===== config.mk =====
export PLATFORM = sky130hd
export DESIGN_NAME = btn_cmd_scheduler
export DESIGN_NICKNAME = d
export VERILOG_FILES = /design/src/rtl/rsa_panel_pkg.sv /design/src/rtl/btn_debounce_edge.sv /design/src/rtl/btn_cmd_scheduler.sv
export SDC_FILE = /design/constraint.sdc
export NUM_CORES = 1
export LEC_CHECK = 0
export BUFFER_PORTS_ARGS = -buffer_cell sky130_fd_sc_hd__buf_2
export CAP_MARGIN = 20
export CORE_ASPECT_RATIO = 1.75
export CORE_MARGIN = 2
export CORE_UTILIZATION = 58
export CTS_CLUSTER_DIAMETER = 80
export DETAILED_ROUTE_END_ITERATION = 12
export PLACE_DENSITY = 0.9
export RECOVER_POWER = 100
export SLEW_MARGIN = 20
export SYNTH_ARGS = -nofsm -noshare
export SYNTH_HDL_FRONTEND = slang
export SYNTH_SLANG_ARGS = --single-unit

===== constraint.sdc =====
create_clock -name clk -period 1.8 [get_ports clk]
set_input_delay 0.18 -clock clk [delete_from_list [all_inputs] [get_ports clk]]
set_output_delay 0.18 -clock clk [all_outputs]
set_load 0.01 [all_outputs]

===== src/rtl/rsa_panel_pkg.sv =====
// Shared definitions for the RSA front-panel controller: command codes and
// scheduler state encoding.
package rsa_panel_pkg;

  localparam logic [1:0] CMD_UP   = 2'd0;
  localparam logic [1:0] CMD_DOWN = 2'd1;
  localparam logic [1:0] CMD_LOAD = 2'd2;
  localparam logic [1:0] CMD_RUN  = 2'd3;

  typedef enum logic [1:0] {
    ST_IDLE  = 2'd0,
    ST_RD    = 2'd1,
    ST_START = 2'd2,
    ST_WAIT  = 2'd3
  } state_e;

endpackage


===== src/rtl/btn_debounce_edge.sv =====
// Debounces one raw button level on the slow sample tick and emits a one-clk
// press pulse when the accepted (stable) level rises 0->1.
module btn_debounce_edge #(
  parameter int STABLE_TICKS = 3
) (
  input  logic i_clk,
  input  logic i_rst_n,
  input  logic i_tick,
  input  logic i_raw,
  output logic o_press
);

  logic [3:0] r_cnt;
  logic       r_level;
  logic       r_press;
  logic       w_accept;

  // The pending level change is accepted on the tick that completes the run
  // of consecutive differing samples.
  assign w_accept = i_tick && (i_raw != r_level) &&
                    ((r_cnt + 4'd1) == 4'(STABLE_TICKS));

  // Counter and stable level advance only on sample ticks.
  always_ff @(posedge i_clk or negedge i_rst_n) begin
    if (!i_rst_n) begin
      r_cnt   <= '0;
      r_level <= 1'b0;
      r_press <= 1'b0;
    end else begin
      r_press <= w_accept && i_raw;
      if (i_tick) begin
        if (i_raw == r_level) begin
          r_cnt <= '0;
        end else if (w_accept) begin
          r_cnt   <= '0;
          r_level <= i_raw;
        end else begin
          r_cnt <= r_cnt + 4'd1;
        end
      end
    end
  end

  assign o_press = r_press;

endmodule


===== src/rtl/btn_cmd_scheduler.sv =====
// Front-panel command scheduler: four debounced buttons feed pending flags,
// a fixed-priority FSM executes one command at a time against the address
// register, the key-memory read port and the RSA core handshake.
module btn_cmd_scheduler
  import rsa_panel_pkg::*;
#(
  parameter int ADDR_W       = 4,
  parameter int ADDR_MAX     = 15,
  parameter int STABLE_TICKS = 3
) (
  input  logic              clk,
  input  logic              rst,
  input  logic              sample_tick,
  input  logic              btn_up,
  input  logic              btn_down,
  input  logic              btn_load,
  input  logic              btn_run,
  output logic              mem_rd_req,
  input  logic              mem_rd_ack,
  output logic [ADDR_W-1:0] mem_addr,
  output logic              core_start,
  input  logic              core_done,
  output logic [ADDR_W-1:0] address,
  output logic              operation,
  output logic [1:0]        cmd_code,
  output logic              busy
);

  state_e              r_state, w_state_nx;
  logic [3:0]          r_pend;
  logic [3:0]          w_raw, w_press, w_consume;
  logic [ADDR_W-1:0]   r_addr, w_addr_nx;
  logic                r_op, w_op_nx;
  logic [1:0]          r_code, w_code_nx;

  // Bit index of each button equals its command code.
  assign w_raw = {btn_run, btn_load, btn_down, btn_up};

  for (genvar g = 0; g < 4; g++) begin : g_btn
    btn_debounce_edge #(.STABLE_TICKS(STABLE_TICKS)) u_db (
      .i_clk   (clk),
      .i_rst_n (rst),
      .i_tick  (sample_tick),
      .i_raw   (w_raw[g]),
      .o_press (w_press[g])
    );
  end

  // Scheduler state register.
  always_ff @(posedge clk or negedge rst) begin
    if (!rst) r_state <= ST_IDLE;
    else      r_state <= w_state_nx;
  end

  // Priority select (RUN > LOAD > UP > DOWN) and next-state decode.
  always_comb begin
    w_state_nx = r_state;
    w_consume  = '0;
    w_op_nx    = 1'b0;
    w_code_nx  = r_code;
    w_addr_nx  = r_addr;
    case (r_state)
      ST_IDLE: begin
        if (|r_pend) begin
          w_op_nx = 1'b1;
          if (r_pend[CMD_RUN]) begin
            w_code_nx          = CMD_RUN;
            w_consume[CMD_RUN] = 1'b1;
            w_state_nx         = ST_START;
          end else if (r_pend[CMD_LOAD]) begin
            w_code_nx           = CMD_LOAD;
            w_consume[CMD_LOAD] = 1'b1;
            w_state_nx          = ST_RD;
          end else if (r_pend[CMD_UP]) begin
            w_code_nx         = CMD_UP;
            w_consume[CMD_UP] = 1'b1;
            w_addr_nx = (r_addr == ADDR_W'(ADDR_MAX)) ? '0 : r_addr + 1'b1;
          end else begin
            w_code_nx           = CMD_DOWN;
            w_consume[CMD_DOWN] = 1'b1;
            w_addr_nx = (r_addr == '0) ? ADDR_W'(ADDR_MAX) : r_addr - 1'b1;
          end
        end
      end
      ST_RD:    if (mem_rd_ack) w_state_nx = ST_IDLE;
      // core_done in the start cycle is deliberately not looked at.
      ST_START: w_state_nx = ST_WAIT;
      ST_WAIT:  if (core_done) w_state_nx = ST_IDLE;
      default:  w_state_nx = ST_IDLE;
    endcase
  end

  // Pending flags, address and operation/cmd_code registers; consume beats a
  // same-cycle press of the same button.
  always_ff @(posedge clk or negedge rst) begin
    if (!rst) begin
      r_pend <= '0;
      r_addr <= '0;
      r_op   <= 1'b0;
      r_code <= '0;
    end else begin
      r_pend <= (r_pend | w_press) & ~w_consume;
      r_addr <= w_addr_nx;
      r_op   <= w_op_nx;
      r_code <= w_code_nx;
    end
  end

  assign mem_rd_req = (r_state == ST_RD);
  assign mem_addr   = mem_rd_req ? r_addr : '0;
  assign core_start = (r_state == ST_START);
  assign busy       = (r_state != ST_IDLE);
  assign address    = r_addr;
  assign operation  = r_op;
  assign cmd_code   = r_code;

endmodule


* Yosys cells after proc, flatten, opt, wreduce, memory -nomap -nowiden
Index checks and enable logic that the tools add are counted.
** Word-level totals
- Flip-flop bits (word level) :: 37
- Bits of input ports :: 9
- Output and inout port bits :: 14
- Logic and storage cells :: 106
** Operators by class
- Add/subtract/negate cells :: 6
- Eq/ne operators :: 20
- Multiplexer cells :: 31
- Bitwise logic cells :: 9
- Reductions and logical operators :: 23
** Operators by type and width (number)
- two-way mux 4 bit :: 14
- adder 4 x 1 -> 4 bit, second input constant :: 5
- == test 4 x 2 -> 1 bit, second input constant :: 4
- two-way mux 2 bit :: 8
- logical AND 1 bit :: 12
- AND reduction 3 bit :: 4
- one-hot mux 2 bit (4 select lines) :: 1
- AND reduction 4 bit :: 2
- two-way mux 1 bit :: 7
- NOT 1 bit :: 6
- bitwise AND 4 bit :: 1
- == test 1 bit :: 4
- == test 2 bit, second input constant :: 2
- == test 4 bit, second input constant :: 1
- logical NOT 4 bit :: 1
- inequality test 1 bit :: 4
- inequality test 2 bit, second input constant :: 2
- NOT 4 bit :: 1
- OR 4 bit :: 1
- OR reduction 4 bit :: 1
- subtractor 4 x 1 -> 4 bit, second input constant :: 1
- two-way mux 3 bit :: 1
- inequality test 3 bit, second input constant :: 1
- == test 2 x 1 -> 1 bit, second input constant :: 1
- other kinds (4) :: 4

* Depth between registers and ports, before layout
Gate-level depths: netlist (run 1).
- Depth after elaboration :: 7
- Gate-level depth with buffers :: 6
- Mapped depth without buffers :: 6

* Cells and area by module
A second synthesis (run 1) with hierarchy kept.
** Second synthesis, totals
- Cells, all modules :: 212
- Area, all modules :: 2065.7 um^2
** Modules (own cells, without submodules)
- btn_debounce_edge :: times used 4, cells an instance 33, area each 337.8 um^2, seq. area each 150.1 um^2
- btn_cmd_scheduler :: times used 1, cells an instance 80, area each 714.4 um^2, seq. area each 325.3 um^2

* Least setup slack after synthesis (run 1)
No wires, ideal clock.
- Path kind :: register -> register
- Start :: register g_btn[1].u_db.r_cnt[0]
- End :: register g_btn[1].u_db.r_level
- Setup time :: 0.125 ns
- Arrival :: 1.416 ns
- Required time :: 1.675 ns
- Path slack :: 0.259 ns
- Stages on the path, launching flop included :: 6
- Buffers on the path :: 0
- Clock period less this slack :: 1.541 ns
- Cell sequence :: dfrtp_1 -> ha_1 -> and2_1 -> a31oi_1 -> nand3b_1 -> mux2_2
** On the way
- Cells in the longest elaborated chain, start to end :: 4
** Ends and longest elaborated chain
- start, declared :: RTL line btn_debounce_edge.sv:13 : logic [3:0] r_cnt;
- start signal, assigned :: RTL line btn_debounce_edge.sv:38 : r_cnt <= r_cnt + 4'd1;
- adder 4 x 1 -> 4 bit :: RTL line btn_debounce_edge.sv:21 : ((r_cnt + 4'd1) == 4'(STABLE_TICKS));
- == test 4 x 2 -> 1 bit :: RTL line btn_debounce_edge.sv:21
- logical AND 1 bit :: RTL line btn_debounce_edge.sv:20 : assign w_accept = i_tick && (i_raw != r_level) &&
- AND reduction 3 bit (no line)
- end signal, assigned :: RTL line btn_debounce_edge.sv:36 : r_level <= i_raw;
- end, declared :: RTL line btn_debounce_edge.sv:14 : logic r_level;
No other way between the ends.
A chain may end at the register's enable or synchronous reset.

* Final worst setup path (run 1)
- Start :: register g_btn[2].u_db.r_cnt[0]
- End :: register g_btn[2].u_db.r_level
** On the way
- Cells in the longest elaborated chain, start to end :: 4
** Ends and longest elaborated chain (RTL line)
- start, declared :: btn_debounce_edge.sv:13
- start signal, assigned :: btn_debounce_edge.sv:38
- adder 4 x 1 -> 4 bit :: btn_debounce_edge.sv:21
- == test 4 x 2 -> 1 bit :: btn_debounce_edge.sv:21
- logical AND 1 bit :: btn_debounce_edge.sv:20
- AND reduction 3 bit (no line)
- end signal, assigned :: btn_debounce_edge.sv:36
- end, declared :: btn_debounce_edge.sv:14
No other way between the ends.

==> out/qor_table.md, run 1 <==
| Parameter | This run | Unit |
|---|---|---|
| Status | complete, no violations | - |
| Core ar. | 0.00363 | sq mm |
| Number of stages on the worst setup path | 5 | - |
| Number of buffers and inverters on the critical path | 0 | - |
| Number of inserted diodes | 0 | - |
| Resized cells post-CTS | 0 | - |
| Final max-slew violation count | 0 | - |
| Starting Density | 60.4 | % |
| Total power | 0.00396 | W |
| Number of buffers added by the clock tree synthesis step | 5 | - |
| Depth of the worst register-to-register path | 5 | - |
| Unrepaired setup endpoints after global routing | no | - |
| CP top delay family | flip-flops | - |
| Number of cells after detailed placement | 299 | - |
| Area of all placed cells without fillers | 0.00245 | sq mm |
| Number of nets in the finished design | 280 | - |
| Final hold violations | 0 | - |
| Post-synth net total | 252 | - |
| Leading cell types in the layout, fill and taps excluded | 37 x dfrtp_1, 21 x o21ai_0, 17 x nor2_1 | - |
| Highest Clock Rate | 590 | MHz |
| Nature of the critical path startpoint | flip-flop | - |
| Top-Level Pins | 23 | - |
| Most common library cell in the layout ignoring fill and taps | dfrtp_1 | - |
| HP Start | core_done | - |
| Clock tree from TritonCTS | yes | - |
| Worst-case clock buffer depth | 2 | - |
| Count of unresolved DRC violations after routing | 0 | - |
| Final period util | 94.1 | % |
| Cell row count | 29 | - |
| Die extent in x | 50.5 | um |
| Initial antenna violation count | 0 | - |
| Instance count of the mapped netlist | 233 | - |
| Power Density | 1610 | mW/mm^2 |
| Top flip-flop cell by instance count after synthesis | dfrtp_1 | - |
| Fin Clk Skew | 0.0101 | ns |
| Clk root buf | clkbuf_8 | - |
| Portion of the post-synthesis area used by sequential elements | 42.2 | % |
| Pre-CTS worst setup slack | 0.133 | ns |
| CTS clock-pin slew for the worst setup and hold paths | 0.08 | ns |
| Clock Sink Count | 37 | - |
| Final-layout setup total negative slack | 0 | ns |
| H-tree levels | 2 | - |
| Area taken by multi-input logic gates | 0.00115 | sq mm |
| Initial DRC Count | 65 | - |
| Post-DP Area | 0.00236 | sq mm |
| FF+latch area | 926 | sq um |
| Cell Area, Synth | 0.00219 | sq mm |
| Max-capacitance violation count | 0 | - |
| Buffers on Ports | 22 | - |
| Delay contributed by the slowest stage of the critical path | 0.44 | ns |
| Worst setup path endpoint | g_btn[2].u_db.r_level | - |
| Number of buffers inserted by hold repair at cts | 1 | - |
| Warnings from Yosys | 0 | - |
| Hpwl dp | 3210 | um |
| Remaining global-route overflow | 0 | - |
| Avg Synthesized Cell Area | 9.41 | sq um |
| Clock latency reported for the late side of the worst-skew pair | 0.30 | ns |
| Fillers | 305 | - |
| First-pass GRT wire length | 7800 | um |
| Final non-filler cell total | 308 | - |
| Die extent in y | 85.4 | um |
| Beginning of the critical path | g_btn[2].u_db.r_cnt[0] | - |
| Count of final setup violators | 0 | - |
| Share of synthesized registers carrying an async set or reset | 100 | % |
| Final routed wire length divided by cell count | 14.8 | um |
| Number of distinct standard cells referenced by the synthesized netlist | 45 | - |
| Post-layout min period | 1.69 | ns |
| WL final | 4550 | um |
| Critical Path Sink Type | flip-flop | - |
| Area Overhead vs Synth | 11.9 | % |
| Worst relative slew slack | 38.4 | % |
| Number of vias per cell after detailed routing | 6.09 | - |
| Maximum number of pins on one net before global-route repair | 38 | - |
| Max VDD drop | 918 | uV |
| RR Startpoint | g_btn[2].u_db.r_cnt[0] | - |
| Die area | 0.00431 | sq mm |
| Cell-by-cell trace of the critical path | ha_1, and2_0, a31oi_1, nand3b_1, mux2_2 | - |
| Number of enable-type register cells in the synthesized netlist | 0 | - |
| Number of vias in the routed layout | 1,876 | - |
| DRT antenna net count | 0 | - |
| Arrival time of data at the critical path endpoint | 1.88 | ns |
| End of the worst register-to-register path | g_btn[2].u_db.r_level | - |
| Start-to-end type of the worst setup path | flip-flop to flip-flop | - |
| Slowest cell on the critical path | dfrtp_1 | - |
| Count of cells along the worst hold path | 2 | - |
| GPL Wtd Cong | 0.765 | - |
| Worst min-delay path class | input port to flip-flop | - |
| Proportion of layout cells with a drive suffix above 1 | 11.5 | % |
| Via count of the first global-routing pass | 1,846 | - |
| Max FO, Critical Path | 6 | - |
| Post-CTS setup repair buffer count | 0 | - |
| Leakage power of the design | 1.08 | nW |
| Setup WS post-layout | 0.106 | ns |
| Total global routing track utilization | 23.7 | % |
| Transition at the pin with the smallest max-transition slack | 0.924 | ns |
| Synth Register Bits | 37 | - |
| Internal reg-to-reg setup slack | 0.11 | ns |
| Crit path required time | 1.99 | ns |
| Detailed-routing iteration count for the pre-antenna-repair pass | 7 | - |
## how the worst min path moves through the flow
stage / to
6_report: r_state[1]
5_1_grt: r_state[1]
4_1_cts: r_state[1]
3_5_place_dp: r_pend[3]
3_3_place_gp: r_pend[3]
2_1_floorplan: address[0]
## state kept, by name, indices dropped and copies added, names as in the netlist
name,flops
g_btn.u_db.r_cnt,16
address,4
g_btn.u_db.o_press,4
g_btn.u_db.r_level,4
r_pend,4
cmd_code,2
r_state,2
operation,1
## stage by stage
| stage | utilization (%) | hold slack (ns) |
|---|---|---|
| after floorplan | - | -0.116 |
| after global placement | 65.1 | 0.247 |
| after detailed placement | 65.1 | 0.258 |
| after CTS | 68.6 | 0.0670 |
| after global routing | 67.6 | 0.0838 |
| final | 67.6 | 0.0733 |
## cell families after synthesis
logic type / count (synthesis) / synth area share [%]
AND/OR/NAND/NOR: 80 / 20.2
XOR/XNOR: 9 / 3.59
flip-flops: 37 / 42.2
AO/OA/AOI/OAI: 64 / 19.2
multiplexers: 9 / 4.34
buffers and inverters: 24 / 4.73
adder cells (fa/ha/maj): 10 / 5.70
## worst register-to-register path: cells and delay by family, from the launching register on
family	cells	cell delay, ns
flops	1	0.44
mux	1	0.34
compound gates	1	0.19
simple gates	2	0.35
fa+ha+maj	1	0.28
## per-layer routing
| layer | part of all wire [%] | global-route usage [%] | wire (um) | vias to the layer above |
|---|---|---|---|---|
| met4 | 3.5 | 13.3 | 160 | 0 |
| met2 | 54 | 44.0 | 2470 | 57 |
| met5 | 0 | 0 | 0 | - |
| met1 | 38 | 23.6 | 1710 | 904 |
| met3 | 4.7 | 4.75 | 213 | 18 |
| li1 | - | - | - | 897 |
## cell type report
type / instances / share of cell area [%]
inverter: 16 / 2.45
clock inverter: 3 / 1.89
clock buffer: 5 / 2.80
sequential: 37 / 37.7
tap: 46 / 2.35
multi-input combinational: 172 / 47.0
timing repair buffer: 29 / 5.76
## report_power, final
group          internal (W)  switching (W)
Clock              0.000415       0.000323
Combinational      0.000740       0.000939
Sequential          0.00112       0.000421
Total               0.00228        0.00168
## Yosys cell counts (3+ instances only)
cell type / n / share of area (%)
xnor2_1: 3 / 1.2
o211ai_1: 3 / 1.0
a21oi_1: 12 / 2.7
dfrtp_1: 37 / 42
nor3_1: 5 / 1.1
inv_1: 16 / 2.7
and2_1: 6 / 1.7
clkbuf_1: 3 / 0.51
nor3b_1: 3 / 1.0
ha_1: 10 / 5.7
xor2_1: 6 / 2.4
nand3b_1: 8 / 2.7
mux2i_1: 5 / 2.3
mux2_2: 4 / 2.1
a31oi_1: 6 / 1.7
nand3_1: 9 / 2.1
nor2_1: 17 / 2.9
and3_1: 3 / 0.86
a21bo_2: 3 / 1.4
o22ai_1: 4 / 1.1
nand2b_1: 4 / 1.1
nand2_1: 15 / 2.6
o21ai_0: 20 / 4.6
No activity file was read; power rests on OpenSTA's default activity.
==> run 2: changes to the inputs <==
--- a/config.mk
+++ b/config.mk
@@ -14,6 +14,7 @@
 export DETAILED_ROUTE_END_ITERATION = 12
 export PLACE_DENSITY = 0.9
 export RECOVER_POWER = 100
+export REMOVE_ABC_BUFFERS = 1
 export SLEW_MARGIN = 20
 export SYNTH_ARGS = -nofsm -noshare
 export SYNTH_HDL_FRONTEND = slang
==> run 2 against run 1 <==
- power fell by 4.2%
- sequential power about the same
- critical endpoint is now g_btn[0].u_db.r_level
- critical path depth unchanged
- largest power group unchanged
- sequential cell count is the same
- highest routed layer unchanged
- maximum frequency is 1.3% higher
- combinational power barely moved
==> out/qor_table.md, run 2 (same netlist as run 1, synthesis figures left out) <==
| Parameter | This run | Unit | Delta |
|---|---|---|---|
| Status | complete, no violations | - | unchanged |
| WL final | 4420 | um | was 4550 um |
| Count of final setup violators | 0 | - | unchanged |
| Die extent in y | 85.4 | um | unchanged |
| Delay contributed by the slowest stage of the critical path | 0.45 | ns | was 0.44 ns |
| Final-layout setup total negative slack | 0 | ns | unchanged |
| CP top delay family | flip-flops | - | unchanged |
| H-tree levels | 2 | - | unchanged |
| Largest register FFs | 16 | - | unchanged |
| Die area | 0.00431 | sq mm | unchanged |
| Maximum number of pins on one net before global-route repair | 38 | - | unchanged |
| Final standard cell utilization of the core | 66.8 | % | was 67.6% |
| Number of vias per cell after detailed routing | 5.98 | - | was 6.09 |
| Via count of the first global-routing pass | 1,732 | - | was 1,846 |
| Area Overhead vs Synth | 10.4 | % | was 11.9% |
| Nature of the critical path startpoint | flip-flop | - | unchanged |
| Final period util | 92.9 | % | was 94.1% |
| Initial DRC Count | 42 | - | was 65 |
| Detailed-routing iteration count for the pre-antenna-repair pass | 4 | - | was 7 |
| Cell-by-cell trace of the critical path | ha_1, and2_0, a21oi_1, o21ai_0, mux2_2 | - | was ha_1, and2_0, a31oi_1, nand3b_1, mux2_2 |
| Total power | 0.00379 | W | was 0.00396 W |
| Resized cells post-CTS | 0 | - | unchanged |
| Top-Level Pins | 23 | - | unchanged |
| Initial antenna violation count | 0 | - | unchanged |
| Slowest cell on the critical path | dfrtp_1 | - | unchanged |
| Start-to-end type of the worst setup path | flip-flop to flip-flop | - | unchanged |
| Clk root buf | clkbuf_8 | - | unchanged |
| Final hold violations | 0 | - | unchanged |
| Total global routing track utilization | 23.3 | % | was 23.7% |
| Crit path required time | 1.97 | ns | was 1.99 ns |
| Core ar. | 0.00363 | sq mm | unchanged |
| Leading cell types in the layout, fill and taps excluded | 37 x dfrtp_1, 21 x o21ai_0, 17 x nor2_1 | - | unchanged |
| Worst-case clock buffer depth | 2 | - | unchanged |
| Internal reg-to-reg setup slack | 0.13 | ns | was 0.11 ns |
| Final routed wire length divided by cell count | 14.4 | um | was 14.8 um |
| Beginning of the critical path | g_btn[0].u_db.r_cnt[0] | - | was g_btn[2].u_db.r_cnt[0] |
| Post-layout min period | 1.67 | ns | was 1.69 ns |
| CTS clock-pin slew for the worst setup and hold paths | 0.08 | ns | about the same |
| Min Hold Slack | 0.0843 | ns | was 0.0733 ns |
| Clock tree from TritonCTS | yes | - | unchanged |
| Proportion of layout cells with a drive suffix above 1 | 10.7 | % | was 11.5% |
| Number of buffers added by the clock tree synthesis step | 5 | - | unchanged |
| End of the worst register-to-register path | g_btn[0].u_db.r_level | - | was g_btn[2].u_db.r_level |
| Clock latency reported for the late side of the worst-skew pair | 0.29 | ns | was 0.30 ns |
| Leakage power of the design | 1.07 | nW | was 1.08 nW |
| Arrival time of data at the critical path endpoint | 1.84 | ns | was 1.88 ns |
| Cell row count | 29 | - | unchanged |
| Max VDD drop | 843 | uV | was 918 uV |
| Number of inserted diodes | 0 | - | unchanged |
| Starting Density | 60.4 | % | unchanged |
| Number of nets in the finished design | 280 | - | unchanged |
| Number of stages on the worst setup path | 5 | - | unchanged |
| Worst relative slew slack | 40.0 | % | was 38.4% |
| DRT antenna net count | 0 | - | unchanged |
| Top reg by flops | g_btn.u_db.r_cnt | - | unchanged |
| RR Startpoint | g_btn[0].u_db.r_cnt[0] | - | was g_btn[2].u_db.r_cnt[0] |
| Power Density | 1570 | mW/mm^2 | was 1610 mW/mm^2 |
| Transition at the pin with the smallest max-transition slack | 0.900 | ns | was 0.924 ns |
| Depth of the worst register-to-register path | 5 | - | unchanged |
| Highest Clock Rate | 598 | MHz | was 590 MHz |
| Max FO, Critical Path | 6 | - | unchanged |
| Hpwl dp | 3260 | um | was 3210 um |
| Fin Clk Skew | 0.0124 | ns | was 0.0101 ns |
| Clock Sink Count | 37 | - | unchanged |
| Number of vias in the routed layout | 1,835 | - | was 1,876 |
| Critical Path Sink Type | flip-flop | - | unchanged |
| Worst setup path endpoint | g_btn[0].u_db.r_level | - | was g_btn[2].u_db.r_level |
| First-pass GRT wire length | 7710 | um | was 7800 um |
| Count of unresolved DRC violations after routing | 0 | - | unchanged |
| Worst min-delay path class | input port to flip-flop | - | unchanged |
| Max-capacitance violation count | 0 | - | unchanged |
| Remaining global-route overflow | 0 | - | unchanged |
| GPL Wtd Cong | 0.808 | - | was 0.765 |
| Number of buffers and inverters on the critical path | 0 | - | unchanged |
| Most common library cell in the layout ignoring fill and taps | dfrtp_1 | - | unchanged |
| Final max-slew violation count | 0 | - | unchanged |
| Unrepaired setup endpoints after global routing | no | - | unchanged |
| Die extent in x | 50.5 | um | unchanged |
| Buffers on Ports | 22 | - | unchanged |
==> run 2: cell type report <==
class | count | area [sq um]
clock buffer | 7 | 86.3
sequential | 37 | 926
multi-input combinational | 172 | 1150
timing repair buffer | 29 | 139
inverter | 16 | 60.1
tap | 46 | 57.6
fill | 306 | 1210
==> run 2: power breakdown <==
group / leakage (nW) / switching (W) / total (W) / internal [W]
clock network: 0.0443 / 0.000273 / 0.000577 / 0.000304
logic: 0.539 / 0.000937 / 0.00167 / 0.000732
registers: 0.484 / 0.000424 / 0.00155 / 0.00112
==> run 2: layer usage <==
metal	up-vias	GRT usage (%)	wire length (um)
li1	896	-	-
met4	0	11.3	129
met3	13	4.58	141
met1	881	26.0	1800
met2	45	41.3	2350
met5	-	0	0
==> run 2: how the worst min path moves through the flow <==
| stage | start | end | cells after the start |
|---|---|---|---|
| 6_report | core_done | r_state[1] | 2 |
| 5_1_grt | core_done | r_state[1] | 2 |
| 4_1_cts | core_done | r_state[1] | 2 |
| 3_5_place_dp | rst | g_btn[3].u_db.o_press | 2 |
| 3_3_place_gp | rst | g_btn[3].u_db.o_press | 2 |
| 2_1_floorplan | rst | address[0] | 0 |
==> run 2: timing repair <==
action,in CTS,in global routing
endpoints found under the setup margin,0,0
hold buffers,1,0
hold endpoints to repair,37,0
buffers inserted,0,0
==> run 2: per-stage QoR <==
stage | setup WS, ns | cell area, sq um | std cells
global route | 0.0385 | 2420 | 307
detailed placement | 0.148 | 2360 | 299
finish | 0.127 | 2420 | 307
CTS | 0.142 | 2460 | 307
global placement | 0.217 | 2360 | 299
floorplan | 0.259 | 2150 | 225
